<file path="src/rtl/pov_pkg.sv">
// Shared types and default parameters for the POV display rotation-sensor front end.
package pov_pkg;

    typedef enum logic [1:0] {
        WAIT_FIRST = 2'd0,
        ARMED      = 2'd1,
        RUN        = 2'd2,
        STALL      = 2'd3
    } sensor_state_t;

    localparam int unsigned SENSOR_DEBOUNCE_DEF = 16;
    localparam int unsigned SENSOR_CNT_W_DEF    = 32;
    localparam int unsigned SENSOR_TIMEOUT_DEF  = 50_000_000;

endpackage

</file>
<file path="src/rtl/sensor_debounce.sv">
// Two-flop synchroniser plus debounce counter for the raw hall-sensor pin.
// rise_c flags the cycle whose clock edge will take clean from 0 to 1.
module sensor_debounce
    import pov_pkg::*;
#(
    parameter int unsigned DEBOUNCE_CYCLES = SENSOR_DEBOUNCE_DEF
) (
    input  logic clk,
    input  logic reset,
    input  logic raw,
    output logic clean,
    output logic rise_c
);

    localparam int unsigned DB_W = $clog2(DEBOUNCE_CYCLES);
    localparam logic [DB_W-1:0] DB_MAX = DB_W'(DEBOUNCE_CYCLES - 1);

    logic            sync1_q, sync1_d;
    logic            sync_q,  sync_d;
    logic [DB_W-1:0] db_cnt_q, db_cnt_d;
    logic            clean_q, clean_d;

    always_ff @(posedge clk or posedge reset) begin
        if (reset) begin
            sync1_q  <= 1'b0;
            sync_q   <= 1'b0;
            db_cnt_q <= '0;
            clean_q  <= 1'b0;
        end else begin
            sync1_q  <= sync1_d;
            sync_q   <= sync_d;
            db_cnt_q <= db_cnt_d;
            clean_q  <= clean_d;
        end
    end

    // clean only follows sync_q after DEBOUNCE_CYCLES consecutive disagreeing samples
    always_comb begin
        sync1_d  = raw;
        sync_d   = sync1_q;
        db_cnt_d = db_cnt_q;
        clean_d  = clean_q;
        if (sync_q == clean_q) begin
            db_cnt_d = '0;
        end else if (db_cnt_q == DB_MAX) begin
            clean_d  = sync_q;
            db_cnt_d = '0;
        end else begin
            db_cnt_d = db_cnt_q + DB_W'(1);
        end
    end

    assign clean  = clean_q;
    assign rise_c = clean_d & ~clean_q;

endmodule

</file>
<file path="src/rtl/sensor_conditioner.sv">
// Rotation-sensor conditioner: debounced level, revolution pulse, period and stall flag.
// Define SENSOR_PERIOD_AVG_EN to report the mean of the last two measurements.
module sensor_conditioner
    import pov_pkg::*;
#(
    parameter int unsigned DEBOUNCE_CYCLES = SENSOR_DEBOUNCE_DEF,
    parameter int unsigned CNT_W           = SENSOR_CNT_W_DEF,
    parameter int unsigned TIMEOUT_CYCLES  = SENSOR_TIMEOUT_DEF
) (
    input  logic             clk,
    input  logic             reset,
    input  logic             sensor_raw,
    output logic             sensor_clean,
    output logic             rev_pulse,
    output logic [CNT_W-1:0] period,
    output logic             period_valid,
    output logic             stalled
);

    localparam logic [CNT_W-1:0] PER_MAX = CNT_W'(TIMEOUT_CYCLES - 1);

    logic rise_c;

    sensor_debounce #(
        .DEBOUNCE_CYCLES(DEBOUNCE_CYCLES)
    ) u_debounce (
        .clk   (clk),
        .reset (reset),
        .raw   (sensor_raw),
        .clean (sensor_clean),
        .rise_c(rise_c)
    );

    sensor_state_t    state_q, state_d;
    logic             rev_pulse_q, rev_pulse_d;
    logic [CNT_W-1:0] per_cnt_q, per_cnt_d;
    logic [CNT_W-1:0] period_q, period_d;
    logic             period_valid_q, period_valid_d;
    logic             stalled_q, stalled_d;
    logic [CNT_W-1:0] meas_c;
    logic             timeout_c;
`ifdef SENSOR_PERIOD_AVG_EN
    logic [CNT_W-1:0] prev_q, prev_d;
    logic [CNT_W:0]   avg_sum_c;
`endif

    always_ff @(posedge clk or posedge reset) begin
        if (reset) begin
            state_q        <= WAIT_FIRST;
            rev_pulse_q    <= 1'b0;
            per_cnt_q      <= '0;
            period_q       <= '0;
            period_valid_q <= 1'b0;
            stalled_q      <= 1'b0;
`ifdef SENSOR_PERIOD_AVG_EN
            prev_q         <= '0;
`endif
        end else begin
            state_q        <= state_d;
            rev_pulse_q    <= rev_pulse_d;
            per_cnt_q      <= per_cnt_d;
            period_q       <= period_d;
            period_valid_q <= period_valid_d;
            stalled_q      <= stalled_d;
`ifdef SENSOR_PERIOD_AVG_EN
            prev_q         <= prev_d;
`endif
        end
    end

    // per_cnt saturates at PER_MAX, so meas_c never exceeds TIMEOUT_CYCLES
    always_comb begin
        rev_pulse_d = rise_c;
        meas_c      = per_cnt_q + CNT_W'(1);
        timeout_c   = (per_cnt_q == PER_MAX);
        if (rev_pulse_q) begin
            per_cnt_d = '0;
        end else if (timeout_c) begin
            per_cnt_d = per_cnt_q;
        end else begin
            per_cnt_d = meas_c;
        end
    end

`ifdef SENSOR_PERIOD_AVG_EN
    assign avg_sum_c = {1'b0, meas_c} + {1'b0, prev_q};
`endif

    // Revolution FSM; a pulse coinciding with timeout takes priority over the stall
    always_comb begin
        state_d        = state_q;
        period_d       = period_q;
        period_valid_d = period_valid_q;
        stalled_d      = stalled_q;
`ifdef SENSOR_PERIOD_AVG_EN
        prev_d         = prev_q;
`endif
        case (state_q)
            WAIT_FIRST: begin
                if (rev_pulse_q) begin
                    state_d = ARMED;
`ifdef SENSOR_PERIOD_AVG_EN
                    prev_d  = '0;
`endif
                end
            end
            ARMED: begin
                if (rev_pulse_q) begin
                    state_d        = RUN;
`ifdef SENSOR_PERIOD_AVG_EN
                    prev_d         = meas_c;
`else
                    period_d       = meas_c;
                    period_valid_d = 1'b1;
`endif
                end else if (timeout_c) begin
                    state_d        = STALL;
                    stalled_d      = 1'b1;
                    period_valid_d = 1'b0;
                end
            end
            RUN: begin
                if (rev_pulse_q) begin
`ifdef SENSOR_PERIOD_AVG_EN
                    period_d       = avg_sum_c[CNT_W:1];
                    prev_d         = meas_c;
                    period_valid_d = 1'b1;
`else
                    period_d       = meas_c;
`endif
                end else if (timeout_c) begin
                    state_d        = STALL;
                    stalled_d      = 1'b1;
                    period_valid_d = 1'b0;
                end
            end
            STALL: begin
                if (rev_pulse_q) begin
                    state_d   = ARMED;
                    stalled_d = 1'b0;
`ifdef SENSOR_PERIOD_AVG_EN
                    prev_d    = '0;
`endif
                end
            end
            default: begin
                state_d = WAIT_FIRST;
            end
        endcase
    end

    assign rev_pulse    = rev_pulse_q;
    assign period       = period_q;
    assign period_valid = period_valid_q;
    assign stalled      = stalled_q;

endmodule

</file>
<file path="config.mk">
export PLATFORM = sky130hd
export DESIGN_NAME = sensor_conditioner
export DESIGN_NICKNAME = d
export VERILOG_FILES = /design/src/rtl/pov_pkg.sv /design/src/rtl/sensor_debounce.sv /design/src/rtl/sensor_conditioner.sv
export SDC_FILE = /design/constraint.sdc
export NUM_CORES = 1
export LEC_CHECK = 0
export CORE_MARGIN = 5
export CORE_UTILIZATION = 50
export CTS_CLUSTER_SIZE = 30
export DETAILED_ROUTE_END_ITERATION = 6
export GPL_TIMING_DRIVEN = 0
export HOLD_SLACK_MARGIN = 0.08
export MAX_ROUTING_LAYER = met4
export PLACE_DENSITY_LB_ADDON = 0.15
export SYNTH_ARGS = -nofsm -noshare
export SYNTH_HDL_FRONTEND = slang
export SYNTH_HIERARCHICAL = 1
export SYNTH_SLANG_ARGS = --single-unit
</file>
<file path="constraint.sdc">
create_clock -name clk -period 2.27 [get_ports clk]
set_input_delay 0.5675 -clock clk [delete_from_list [all_inputs] [get_ports clk]]
set_output_delay 0.5675 -clock clk [all_outputs]
set_load 0.01 [all_outputs]
</file>
# Word level (Yosys, flattened, before mapping)
# Index checks and enable logic that the tools add are counted.
# op_classes
n_mul,0
div,0
shift,0
n_bitwise,2
addsub,2
order_cmp,0
n_eq_ne,12
n_reduce_logical,9
mux,19
# op_table
operator,n
32-bit two-way mux,2
32-bit by 1-bit adder with 32-bit output (second input constant),1
32-bit by 26-bit equality test with 1-bit output (second input constant),1
1-bit two-way mux,8
2-bit two-way mux,4
4-bit two-way mux,2
2-bit != test (second input constant),4
2-bit case mux with 3 select lines,1
2-bit AND reduction,3
4-bit by 1-bit adder with 4-bit output (second input constant),1
2-bit equality test (second input constant),2
4-bit equality test (second input constant),1
2-bit by 1-bit != test with 1-bit output (second input constant),2
1-bit case mux with 2 select lines,2
4-bit AND reduction,1
2-bit nonzero test,2
2-bit OR reduction,2
2-bit by 1-bit equality test with 1-bit output (second input constant),1
2-bit logical NOT,1
1-bit AND,1
1-bit equality test,1
1-bit inverter,1
# word_totals
register_bits,76
ramBits,0
wordCells,54
latch_bits,0
inputBits,3
out_inout_bits,36
mem_count,0
rom_bits,0

# Longest topological paths before layout
# Gate-level depths: netlist (run 1).
# depth
word_depth,4
ltp_mapped,7
mapped_depth_nobuf,6

# By module
# The synthesis (run 1) kept the hierarchy.
# by_module_without_submodules
module,seq_area_each_um2,cells_per_inst,n_inst,area_per_inst_um2
sensor_conditioner,1726.7,305,1,3054.2
sensor_debounce,175.2,20,1,281.5

# Worst setup path after synthesis (run 1)
# OpenSTA, ideal clock, no wires.
# synth_timing
kind,reg2reg
start,reg per_cnt_q[24]
end,reg stalled_q (netlist: stalled)
period_less_slack_ns,2.138
n_path_buf,1
t_arrival_ns,2.064
stages_incl_launch_ff,7
t_required_ns,2.196
slack_ns,0.132
setup_ns,0.074
path_cell_list,dfrtp_1 > or4_1 > or3_1 > or3_1 > buf_6 > o31a_1 > o21ai_2
# synth_between
elab_chain_len,3
# synth_rtl
item,line,text
from (decl),sensor_conditioner.sv:36,"logic [CNT_W-1:0] per_cnt_q, per_cnt_d;"
from (signal assigned),sensor_conditioner.sv:61,per_cnt_q <= per_cnt_d;
32-bit by 26-bit equality test with 1-bit output,sensor_conditioner.sv:75,timeout_c = (per_cnt_q == PER_MAX);
2-bit by 1-bit != test with 1-bit output (no line),n/a,
4-bit AND reduction (no line),n/a,
to (signal assigned),sensor_conditioner.sv:64,stalled_q <= stalled_d;
to (decl),sensor_conditioner.sv:39,"logic stalled_q, stalled_d;"
# Every way passes these cells.
# A chain may end at the register's enable or synchronous reset.

# Worst setup path after layout (run 1)
# Same ends and word-level chain as after synthesis.

==> results of run 1 <==
==> metrics by stage <==
step                cell area, µm²  setup TNS [ns]  hold WS (ns)  total power, W
floorplan                     3340               0         0.331         0.00159
global placement              3820           -1.03         0.334         0.00163
detailed placement            3840           -1.16         0.343         0.00164
CTS                           4090               0         0.350         0.00279
global route                  4130         -0.0604         0.375         0.00290
finish                        4130               0         0.348         0.00277
==> registers in the layout (all words and copies together), names as in the netlist <==
signal / flops
state_q: 2
u_debounce/clean: 1
u_debounce/db_cnt_q: 4
period: 32
u_debounce/sync1_q: 1
period_valid: 1
rev_pulse: 1
u_debounce/sync_q: 1
per_cnt_q: 32
stalled: 1
==> final cells by class <==
class | count | area share
plain buffers | 15 | 0.0194
clock buffers | 10 | 0.0334
clock inverters | 6 | 0.0212
inverters | 10 | 0.0100
multi-input cells | 224 | 0.325
flip-flops and latches | 76 | 0.461
well taps | 77 | 0.0233
repair buffers | 44 | 0.106
==> power by group through the flow <==
stage / logic, W / clock network, W / registers [W]
floorplan: 0.000140 / 0 / 0.00145
global placement: 0.000171 / 0 / 0.00146
detailed placement: 0.000182 / 0 / 0.00146
CTS: 0.000184 / 0.00118 / 0.00143
global route: 0.000210 / 0.00126 / 0.00144
finish: 0.000182 / 0.00115 / 0.00143
==> path summary, 6_finish.rpt <==
kind / start / endpoint
worst max-delay path: per_cnt_q[24] / stalled
worst min-delay path: u_debounce/sync1_q / u_debounce/sync_q
worst max register to register: per_cnt_q[24] / stalled
worst min register to register: u_debounce/sync1_q / u_debounce/sync_q
max in group asynchronous: reset / per_cnt_q[18]
min in group asynchronous: reset / u_debounce/db_cnt_q[0]
==> layer usage <==
| layer | track usage | vias up |
|---|---|---|
| li1 | - | 1220 |
| met4 | 0.0854 | 0 |
| met5 | - | - |
| met2 | 0.292 | 67 |
| met3 | 0.0491 | 10 |
| met1 | 0.257 | 1253 |
==> timing repair <==
item | 4_1_cts | 5_1_grt
buffers inserted | 1 | 4
endpoints found under the hold margin | 0 | 0
resized for setup | 4 | 11
endpoints found under the setup margin | 11 | 25
==> placed cells by master (no fill, tap or decap), types with 3 or more instances in the layout <==
cell / synthesis / layout
dfrtp_1: 76 / 74
nand2_1: 39 / 39
clkdlybuf4s50_1: 0 / 38
nor2_1: 36 / 36
o21ai_0: 34 / 34
xor2_1: 21 / 21
nand3_1: 14 / 14
nand4_1: 11 / 11
xnor2_1: 11 / 11
clkbuf_8: 0 / 10
clkbuf_1: 13 / 9
inv_1: 10 / 9
and4_1: 5 / 5
and3_1: 5 / 5
a21oi_1: 5 / 5
ha_1: 5 / 5
buf_4: 1 / 5
and2_1: 4 / 4
clkbuf_2: 0 / 4
clkinvlp_4: 0 / 4
or3_1: 4 / 3
nor4_1: 3 / 3
==> cells in the mapped netlist (2+ instances only) <==
library cell,number,area (µm²)
nor2b_1,2,12.5
clkbuf_1,13,48.8
nand2_1,39,146
o311a_1,2,20.0
nand4_1,11,68.8
a21o_1,2,15.0
dfrtp_1,76,1900
inv_1,10,37.5
and2_1,4,25.0
nor2_1,36,135
and4_1,5,43.8
nor3_1,2,10.0
or3_1,4,25.0
a21oi_1,5,25.0
and3_1,5,31.3
xnor2_1,11,96.3
xor2_1,21,184
nand3_1,14,70.1
nor3b_1,2,15.0
ha_1,5,62.6
nor4_1,3,18.8
o21ai_0,34,170
==> cell families (layout without fill, tap and decap cells) <==
| group | after synthesis | count (layout) | synth area share |
|---|---|---|---|
| buffers and inverters | 25 | 85 | 0.0315 |
| AND/OR/NAND/NOR | 134 | 134 | 0.199 |
| AO/OA/AOI/OAI | 50 | 50 | 0.0859 |
| flip-flops | 76 | 76 | 0.570 |
| multiplexers | 3 | 3 | 0.0109 |
| XOR/XNOR | 32 | 32 | 0.0840 |
| adder cells (fa/ha/maj) | 5 | 5 | 0.0188 |
==> flow_metrics.tcl, run 1 <==
set metrics [dict create \
    status "finished clean" \
    rsz0062_at_grt "yes" \
    clockRootBuffer "clkbuf_8" \
    switchingPower_w 0.000653 \
    grt_max_degree 41 \
    multi_input_comb_area_mm2 0.00134 \
    crit_cells 6 \
    seq_area_frac_synth 0.570 \
    powerDensity_mw_per_mm2 671 \
    layout-drive-gt1-share 0.0987 \
    ys_seq_elements 76 \
    final_nets 388 \
    whs_path_depth 0 \
    synth_nets 333 \
    drtPass1Iterations 4 \
    critical-path-top-delay-family "simple AND/OR/NAND/NOR gates" \
    cpPeakStageDelay_ns 0.54 \
    coreArea_mm2 0.00642 \
    p_comb_frac 0.066 \
    met3RoutedLength_um 372 \
    crit_chain "or4_4 > or3_1 > or3_4 > buf_6 > o31a_1 > o21ai_2" \
    grt_first_pass_wirelength_mm 12.6 \
    slowest_stage "or4_4" \
    cts_buffer_depth 2 \
    fin_ws_ns 0.0224 \
    place_hpwl_mm 5.04 \
    yosys_warnings 6 \
    pwr-share-clk 0.417 \
    reg2regPathDepth 6 \
    finalSetupViolations 0 \
    synth_edf_count 0 \
    r2r_slack_ns 0.02 \
    cts_buffers 9 \
    crit_buf_inv 1 \
    synth_cell_type_count 41 \
    regArea_mm2 0.00190 \
    wl_met1_mm 3.35 \
    gp_congestion 0.845 \
    via_per_inst 5.52 \
    cell_internal_pwr_w 0.00212 \
    antenna_left 0 \
    ctsHoldBuffers 0 \
    highest_layer "met4" \
    drt_iter0_markers 95 \
    final.period_utilization 0.990 \
    final.min_clock_period_ns 2.25 \
    hold_viol_final 0 \
    rows 29 \
    syn_to_final_growth_pct 23.7 \
    async_reset_ff_frac 1.00 \
    min_path_type "reg -> reg" \
    dieWidth_um 91.7 \
    cts_sinks 76 \
    setup.worst_path.end_class "register" \
    vias 2550 \
    fin_cells 462 \
    fin_util 0.643 \
    die_h_um 91.7 \
    start_util 0.519 \
    cts_max_level 3 \
    clk_latency_ns 0.36 \
    portBuffers 38 \
    critPathMaxFanout 10 \
    place_inst 441 \
    synth_area_mm2 0.00334 \
    start_kind "register" \
    grtUsageTotal 0.197 \
    routedWlPerCell_um 15.8 \
    fmax_mhz 445 \
    pwr-share-seq 0.517 \
    ir_drop_v 0.000453 \
    slew_violations 0 \
    num_antenna_cells 0 \
    cts_tree "built" \
    skew_ns 0.00766 \
    die_area_mm2 0.00841 \
    slew_headroom 0.524 \
    worstMarginPinSlew_ns 0.712 \
    drt-total-wl_mm 7.31 \
    wl_met2_mm 3.45 \
    p_leak_nw 1.87 \
    io_pins 39 \
    path_class "reg -> reg" \
    overflow 0 \
    drv_cap 0 \
    place_ws_ns -0.129 \
    arrival_ns 2.53 \
    drc 0 \
    p_sw_frac 0.236 \
    synthFlopType "dfrtp_1" \
    syn_area_per_cell_um2 10.3 \
    fillCellCount 544 \
    grt_pass1_vias 2601 \
    cp.required_ns 2.56 \
    syn_inst 325 \
    clk_pin_slew_ns 0.08 \
    antenna_found_initial 0 \
]
Power figures use the tool's default switching activity.
==> run 2: changes to the inputs <==
Settings changed: CELL_PAD_IN_SITES_DETAIL_PLACEMENT from default to 1, CELL_PAD_IN_SITES_GLOBAL_PLACEMENT from default to 1, CORE_UTILIZATION 50 to 39.
==> run 2 against run 1 <==
The run now ends with setup timing left; final area is 2.1% higher; sequential share of layout area is 0.96 points lower; via count is 0.51% higher; hold slack better by 0.0061 ns; register-to-register slack worse by 0.02 ns; die area is 25% higher; largest power group unchanged; first-iteration DRC count is 53% lower; critical path type unchanged; sequential power hardly changed; combinational power is 5% higher; critical endpoint unchanged; critical path depth stayed put; final cell count is 7.4% higher.
==> flow_metrics.tcl, run 2 (synthesized netlist as in run 1, its figures left out) <==
set metrics [dict create \
    min_path_type "reg -> reg" \
    vias 2563 \
    path_class "reg -> reg" \
    layout_common_cells "75 x dfrtp_1, 39 x nand2_1, 38 x clkdlybuf4s50_1" \
    grtUsageTotal 0.177 \
    final.period_utilization 1.00 \
    drt-total-wl_mm 8.43 \
    powerDensity_mw_per_mm2 632 \
    violations "setup timing" \
    status "complete, but fails checks" \
    num_antenna_cells 0 \
    cts_buffers 9 \
    fin_tns_setup_ns -0.00118 \
    portBuffers 38 \
    clk_pin_slew_ns 0.08 \
    reg2regPathDepth 6 \
    drv_cap 0 \
    cp.required_ns 2.56 \
    drt_iter0_markers 45 \
    arrival_ns 2.56 \
    whs_path_depth 0 \
    worstMarginPinSlew_ns 0.569 \
    cts_max_level 3 \
    syn_to_final_growth_pct 26.3 \
    drc 0 \
    die_area_mm2 0.0105 \
    gp_congestion 0.825 \
    setup.worst_path.end_class "register" \
    fin_util 0.510 \
    grt_pass1_vias 2791 \
    cts_buffer_depth 2 \
    ctsHoldBuffers 0 \
    slew_headroom 0.621 \
    skew_ns 0.00834 \
    dieWidth_um 102 \
    die_h_um 102 \
    via_per_inst 5.17 \
    fin_ws_ns -0.00118 \
    clk_latency_ns 0.36 \
    hold_viol_final 0 \
    io_pins 39 \
    grt_max_degree 28 \
    p_leak_nw 1.91 \
    start_util 0.404 \
    rows 33 \
    cts_sinks 76 \
    start_kind "register" \
    fmax_mhz 440 \
    ir_drop_v 0.000308 \
    final_nets 394 \
    rsz0062_at_grt "yes" \
    critPathMaxFanout 10 \
    fillCellCount 939 \
    clockRootBuffer "clkbuf_8" \
    finalSetupViolations 1 \
    cts_tree "built" \
    drtPass1Iterations 4 \
    routedWlPerCell_um 17.0 \
    coreArea_mm2 0.00826 \
    antenna_left 0 \
    final.min_clock_period_ns 2.27 \
    place_hpwl_mm 5.85 \
    layout-drive-gt1-share 0.118 \
    layout_commonest_cell "dfrtp_1" \
    overflow 0 \
    grt_first_pass_wirelength_mm 13.9 \
    slew_violations 0 \
    antenna_found_initial 0 \
]
run 2: cell types whose count changed in the layout (fill, tap and decap cells not counted), sizes merged:
cell / before / now
clkinv: 1 / 4
bufinv: 2 / 1
buf: 8 / 14
clkinvlp: 4 / 2
run 2: path summary, 6_finish.rpt:
kind	start	to	slack (ns)
max	per_cnt_q[18]	stalled	-0.001
min	u_debounce/sync1_q	u_debounce/sync_q	0.35
max reg2reg	per_cnt_q[18]	stalled	-0.001
min reg2reg	u_debounce/sync1_q	u_debounce/sync_q	0.35
max in group asynchronous	reset	per_cnt_q[22]	0.96
min in group asynchronous	reset	u_debounce/sync1_q	0.52
run 2: per-layer routing:
metal / up-vias / wire [µm] / GRT usage
met4: 0 / 112 / 0.0585
met1: 1283 / 3820 / 0.211
li1: 1233 / - / -
met2: 36 / 4260 / 0.300
met3: 11 / 241 / 0.0355
met5: - / 0 / -
run 2: what timing repair did:
action                     in CTS  in global routing
gates resized for setup         4                 18
setup buffers                   2                  7
gates cloned                    0                  1
pin swaps                       0                  2
setup endpoints to repair      12                 38
run 2: per-stage QoR:
step	hold slack [ns]	setup slack [ns]	cells	instance area [µm²]	power (W)
floorplan	0.331	0.132	325	3340	0.00159
global route	0.376	-0.0254	496	4210	0.00278
detailed placement	0.339	-0.0635	470	3900	0.00165
CTS	0.358	0.00462	488	4120	0.00268
finish	0.354	-0.00118	496	4210	0.00266
global placement	0.335	-0.0889	468	3850	0.00163
run 2: cell type report:
class / instances / area (µm²) / share of cell area
repair buffers: 50 / 507 / 0.120
inverters: 10 / 41.3 / 0.00980
well taps: 105 / 131 / 0.0312
plain buffers: 15 / 80.1 / 0.0190
multi-input cells: 224 / 1360 / 0.322
clock inverters: 6 / 65.1 / 0.0154
flip-flops and latches: 76 / 1900 / 0.452
clock buffers: 10 / 128 / 0.0303
run 2: critical path: stages, from the launching register on:
cell and delay [ns]:
dfrtp_1 0.42, or4bb_1 0.53, or3_1 0.40, or3_4 0.36, buf_8 0.16, o31a_1 0.25, o21ai_2 0.10
run 2: where the power goes:
part | total, W | internal (W) | switching (W)
Sequential | 0.00143 | 0.00139 | 0.0000428
Combinational | 0.000191 | 0.0000840 | 0.000107
Clock | 0.00104 | 0.000508 | 0.000531
